### src/rtl/booth_seq_mult.sv
// Sequential radix-2 Booth multiplier: one recoding step per clock over WIDTH+1
// extended bits, so signed and unsigned operands share the same datapath.
module booth_seq_mult #(
  parameter int WIDTH = 4
) (
  input  logic                 clk,
  input  logic                 rst,
  input  logic                 start,
  input  logic                 is_signed,
  input  logic [WIDTH-1:0]     a,
  input  logic [WIDTH-1:0]     b,
  output logic                 busy,
  output logic                 done,
  output logic [2*WIDTH-1:0]   product
);

  localparam int CW = $clog2(WIDTH + 2);
  localparam int AW = WIDTH + 2;
  localparam int MW = WIDTH + 1;

  typedef enum logic [1:0] {IDLE, RUN, DONE} state_t;

  state_t          state, state_next;
  logic [AW-1:0]   acc;
  logic [MW-1:0]   mcand;
  logic [MW-1:0]   mplier;
  logic            q_m1;
  logic [CW-1:0]   count;

  logic [AW-1:0]   sum;
  logic [AW-1:0]   acc_shift;
  logic [MW-1:0]   mplier_shift;
  logic            last_step;

  assign last_step = (count == CW'(WIDTH));
  assign busy      = (state != IDLE);
  assign done      = (state == DONE);

  always_ff @(posedge clk or posedge rst) begin
    if (rst) state <= IDLE;
    else     state <= state_next;
  end

  always_comb begin
    state_next = state;
    case (state)
      IDLE:    if (start) state_next = RUN;
      RUN:     if (last_step) state_next = DONE;
      DONE:    state_next = IDLE;
      default: state_next = IDLE;
    endcase
  end

  // One Booth step: recode {Q0, Q-1}, then shift {acc, mplier, Q-1} right arithmetically.
  always_comb begin
    sum = acc;
    case ({mplier[0], q_m1})
      2'b10:   sum = acc - {mcand[MW-1], mcand};
      2'b01:   sum = acc + {mcand[MW-1], mcand};
      default: sum = acc;
    endcase
    acc_shift    = {sum[AW-1], sum[AW-1:1]};
    mplier_shift = {sum[0], mplier[MW-1:1]};
  end

  always_ff @(posedge clk or posedge rst) begin
    if (rst) begin
      acc     <= '0;
      mcand   <= '0;
      mplier  <= '0;
      q_m1    <= 1'b0;
      count   <= '0;
      product <= '0;
    end else begin
      case (state)
        IDLE: begin
          if (start) begin
            acc    <= '0;
            mcand  <= {is_signed & a[WIDTH-1], a};
            mplier <= {is_signed & b[WIDTH-1], b};
            q_m1   <= 1'b0;
            count  <= '0;
          end
        end
        RUN: begin
          acc    <= acc_shift;
          mplier <= mplier_shift;
          q_m1   <= mplier[0];
          count  <= count + 1'b1;
          // The final step's shifted value is the exact product; keep its low 2*WIDTH bits.
          if (last_step) product <= {acc_shift[WIDTH-2:0], mplier_shift};
        end
        default: ;
      endcase
    end
  end

endmodule

### config.mk
export PLATFORM = sky130hd
export DESIGN_NAME = booth_seq_mult
export DESIGN_NICKNAME = d
export VERILOG_FILES = /design/src/rtl/booth_seq_mult.sv
export SDC_FILE = /design/constraint.sdc
export NUM_CORES = 1
export LEC_CHECK = 0
export BUFFER_PORTS_ARGS = -buffer_cell sky130_fd_sc_hd__buf_2
export CAP_MARGIN = 20
export CORE_ASPECT_RATIO = 1.75
export CORE_MARGIN = 2
export CORE_UTILIZATION = 50
export CTS_BUF_LIST = sky130_fd_sc_hd__clkbuf_16
export DETAILED_ROUTE_END_ITERATION = 12
export PLACE_DENSITY = 0.73
export SLEW_MARGIN = 5
export SYNTH_ARGS = -nofsm -noshare
export SYNTH_HDL_FRONTEND = slang
export SYNTH_SLANG_ARGS = --single-unit
### constraint.sdc
create_clock -name clk -period 6.4 [get_ports clk]
set_input_delay 0.96 -clock clk [delete_from_list [all_inputs] [get_ports clk]]
set_output_delay 0.96 -clock clk [all_outputs]
set_load 0.05 [all_outputs]
# Word-level counts from Yosys, hierarchy flattened
# Cells that the tools add are included.
[totals]
inputBits = 12
register_bits = 30
elab_cells = 38
[classes]
add_sub_neg = 3
eq_ne = 7
bitwise = 2
mux = 12
n_reduce_logical = 7
[op_table]
columns = ["op", "n"]
rows = [
  ["$pmux W6 S2", 2],
  ["$pmux W5 S2", 1],
  ["$reduce_and A2 Y1", 4],
  ["$add A6 B6 Y6", 1],
  ["$mux W6", 1],
  ["$pmux W3 S2", 1],
  ["$sub A6 B6 Y6", 1],
  ["$mux W5", 1],
  ["$eq A2 B1 Y1 const B", 2],
  ["$eq A2 B2 Y1 const B", 2],
  ["$mux W2", 2],
  ["$ne A2 B2 Y1 const B", 2],
  ["$pmux W2 S2", 1],
  ["$reduce_bool A2 Y1", 2],
  ["$add A3 B1 Y3 const B", 1],
  ["$eq A3 B3 Y1 const B", 1],
  ["$mux W3", 1],
  ["$and A1 B1 Y1", 2],
  ["$logic_not A2 Y1", 1],
  ["$pmux W1 S2", 1],
  ["$mux W1", 1],
]

# Logic depth before layout (Yosys ltp)
[depth]
depth_word = 3
mapped_depth = 10
mapped_depth_nobuf = 10

# Worst setup path after synthesis
# Ideal clock, no wire load.
[synth_timing]
kind = "register to register"
start = "reg mplier[0]"
end = "reg acc[4]"
slack_ps = 4123
path_stages_with_launch = 10
t_arrival_ps = 2198
n_path_buf = 0
synth_period_minus_slack_ps = 2277
setup_ps = 79
path_cell_list = "dfrtp_1 -> inv_1 -> ha_1 -> mux2_2 -> ha_1 -> a21o_1 -> o21ba_1 -> o22ai_1 -> mux2i_1 -> mux2i_1"
[synth_between]
elab_chain_cells = 3
[synth_lines]
columns = ["element", "line_no", "rtl"]
rows = [
  ["start: declaration", "26", "logic [MW-1:0] mplier;"],
  ["start signal: assignment", "80", "mplier <= {is_signed & b[WIDTH-1], b};"],
  ["start signal: assignment", "87", "mplier <= mplier_shift;"],
  ["$eq A2 B1 Y1 / $eq A2 B2 Y1 (equally long branches)", "57", "case ({mplier[0], q_m1})"],
  ["$pmux W6 S2 (*)", "57", ""],
  ["$pmux W6 S2 (*)", "75", "case (state)"],
  ["end signal: assignment", "86", "acc <= acc_shift;"],
  ["end: declaration", "24", "logic [AW-1:0] acc;"],
]
# Every way passes the cells marked *; elsewhere a longest branch is shown, timed or not.
# A chain may end at the register's enable or synchronous reset.

# Final worst setup path
# Same ends and word-level chain as after synthesis.

==> out/qor.log <==
INFO  status         result_of_the_run=complete, no violations
INFO  clock_tree     cts-htree-levels=2
INFO  clock_tree     clk_latency=0.27ns
INFO  synthesis      synth.area.mux_share=0.0684
INFO  sta            tightest_slew=0.731ns
INFO  drt            via_per_inst=5.27
INFO  setup_path     setup.worst_path.class=reg -> reg
INFO  drt            route.antenna.remaining_nets=0
INFO  clock_tree     cts-root-buf=sky130_fd_sc_hd__clkbuf_16
INFO  global_route   wire_length_of_the_first_global_routing_pass=5.44mm
INFO  clock_tree     cts_tree=yes
INFO  synthesis      synth-compound-area-share=0.125
INFO  drt            drt-initial-drc-count=21
INFO  sta            worst_clock_skew=0.00552ns
INFO  synthesis      synth_xor_xnor_area_share=0.0338
INFO  setup_path     worst_path_largest_cell_delay=0.39ns
INFO  final_layout   final_cell_mix=31 x sky130_fd_sc_hd__nand2_1, 29 x sky130_fd_sc_hd__dfrtp_1, 21 x sky130_fd_sc_hd__buf_2
INFO  min_path       holdCritStartpoint=product[6]
INFO  setup_path     path_delay_family=multiplexers
INFO  min_path       hold_class=reg -> reg
INFO  synthesis      synth_top_family_by_area=simple AND/OR/NAND/NOR gates
INFO  drt            drt-wirelength-per-cell=14.5um
INFO  die            chipWidth=46.2um
INFO  drt            drt_drc_violations_left=0
INFO  drt            routed_wirelength=3.25mm
INFO  clock_tree     buffer_levels_on_the_longest_clock_path=2
INFO  final_layout   most_common_library_cell_in_the_layout_ignoring_fill_and_taps=sky130_fd_sc_hd__nand2_1
INFO  die            die_y=77.8um
INFO  die            core_area=2960um2
INFO  setup_path     slowest_stage=sky130_fd_sc_hd__mux2_2
INFO  setup_path     worstPathArrival=2.66ns
INFO  placement      globalplace.congestion=0.887
INFO  clock_tree     cts-buffers-inserted=5
INFO  sta            slew_headroom=0.513
INFO  synthesis      syn_inst=160
INFO  setup_path     path_cells=inv_1, ha_1, mux2_2, ha_1, a21o_1, o21ba_1, o22ai_1, mux2i_1, mux2i_1
INFO  setup_path     crit_required=6.59ns
INFO  setup_path     cp-end-kind=flop
INFO  clock_tree     cts_resized=0
INFO  synthesis      post_synth_fa_ha_maj_area_fraction=0.0933
INFO  synthesis      synth_cell_types=38
INFO  synthesis      postSynthAreaPerCell=9.72um2
INFO  drt            firstDrtPassIters=4
INFO  setup_path     launching_instance_or_port_of_the_critical_path=mplier[0]
INFO  synthesis      netlist_area=1560um2
INFO  synthesis      synth_top_cell_by_area=sky130_fd_sc_hd__dfrtp_1
INFO  die            num_io_pins=22
INFO  global_route   pin_count_of_the_biggest_net_entering_global_routing=30
INFO  placement      post-place-cells=215
INFO  sta            max_clock_freq=406MHz
INFO  setup_path     reg2reg_from=mplier[0]
INFO  placement      detailed_place_hpwl=2.34mm
INFO  clock_tree     cts.clk_slew.worst_paths=0.05ns
INFO  sta            report.final.setup_viol=0
INFO  final_layout   drive_gt1_frac=0.181
INFO  clock_tree     holdBufCountCts=0
INFO  setup_path     timing.critical_path.buf_inv=1
INFO  sta            fin_tns_setup=0ns
INFO  job            drv.max_cap_violation_count=0
INFO  sta            report.final.hold_viol_count=0
INFO  global_route   grt_pass1_vias=1264
INFO  sta            min_period_over_period=0.385
INFO  sta            finalCriticalPeriod=2.46ns
INFO  die            start_util=0.525
INFO  sta            grt_setup_unrepaired=no
INFO  synthesis      synthSimpleGateAreaFrac=0.159
INFO  synthesis      ys_seq_elements=29
INFO  final_layout   design.final.nets=204
INFO  die            design.die.area=3590um2
INFO  synthesis      synth.area.top_cells=sky130_fd_sc_hd__dfrtp_1 47%, sky130_fd_sc_hd__ha_1 8.0%, sky130_fd_sc_hd__nand2_1 7.5%
INFO  final_layout   layoutNonFillerInstCount=224
INFO  setup_path     critPathMaxFanout=6
INFO  global_route   gr-usage-all-layers=0.211
INFO  synthesis      yosysWarnings=0
INFO  setup_path     worstSetupStartpointType=flop
INFO  final_layout   num_antenna_cells=0
INFO  placement      portBuffers=21
INFO  die            number_of_placement_rows=26
INFO  clock_tree     clock_sinks=29
INFO  clock_tree     post_cts.repair.setup_buffers=0
INFO  sta            finalMaxSlewViolations=0
INFO  final_layout   synthToLayoutAreaGrowth=18.9%
INFO  global_route   total_congestion_overflow_after_global_routing=0
INFO  synthesis      synth-seq-area-share=0.467
INFO  synthesis      area_share_of_the_leading_cell_type_in_the_synthesized_netlist=0.467
INFO  global_route   grt_antenna_before_repair=0
INFO  synthesis      mappedNetlistNets=183
INFO  drt            num_vias=1181
[per-stage QoR]
step	hold slack, ns	util	instance area [um2]	setup WS, ns
final	0.475	0.625	1850	3.94
after global routing	0.511	0.625	1850	3.79
after CTS	0.481	0.615	1820	3.94
after detailed placement	0.470	0.560	1660	3.98
after global placement	0.466	0.560	1660	4.03
after floorplan	0.454	-	1560	4.12
[path summary, 6_finish.rpt]
| kind | cells after the start | slack [ns] | endpoint |
|---|---|---|---|
| min in group asynchronous | 2 | 0.64 | product[5] |
| min reg2reg | 2 | 0.47 | product[6] |
| min | 2 | 0.47 | product[6] |
| max reg2reg | 9 | 3.94 | acc[4] |
| max | 9 | 3.94 | acc[4] |
| max in group asynchronous | 3 | 5.33 | mcand[2] |
[logic make-up (layout without fill, tap and decap cells)]
group / after synthesis / count (layout)
AND/OR/NAND/NOR: 57 / 57
AO/OA/AOI/OAI: 31 / 31
flip-flops: 29 / 29
buffers and inverters: 16 / 38
adder cells (fa/ha/maj): 11 / 11
multiplexers: 10 / 10
XOR/XNOR: 6 / 6
[state kept, by name (all words and copies together), names as in the netlist]
| signal | count |
|---|---|
| count | 3 |
| product | 8 |
| mcand | 5 |
| q_m1 | 1 |
| acc | 5 |
| state | 2 |
| mplier | 5 |
[per-layer routing]
metal	vias to the layer above	GRT usage	wire length, um
li1	586	-	-
met1	562	0.229	1250
met2	26	0.357	1830
met3	7	0.0558	105
met4	0	0.103	61
met5	-	0	0
[cells in the mapped netlist (all sizes together)]
master	count
a21oi	4
fa	1
o31ai	1
o21ba	1
a211oi	2
mux2	5
a32oi	1
nand2b	1
nor2	11
xor2	4
a21o	2
a22oi	1
a311o	1
mux2i	5
buf	5
o21ai	14
nor2b	2
a31oi	3
clkbuf	3
inv	8
dfrtp	29
nor3	2
and2	1
nand2	31
or2	1
and3	1
nand3	7
ha	10
o22ai	1
xnor2	2
[area by class of cell]
type,count,area (um2)
fillers,236,1110
multi-input cells,115,746
flip-flops and latches,29,726
repair buffers,22,133
clock buffers,5,125
well taps,42,52.6
clock inverters,3,37.5
inverters,8,30.0
[tightest hold or removal path, cell delays in order (launching register included)]
cell and delay [ns]:
sky130_fd_sc_hd__dfrtp_1 0.33, sky130_fd_sc_hd__nand2_1 0.05, sky130_fd_sc_hd__o21ai_1 0.06
Power is not shown: default switching activity piles up to over one toggle a cycle in this logic, so the estimate is an artifact.
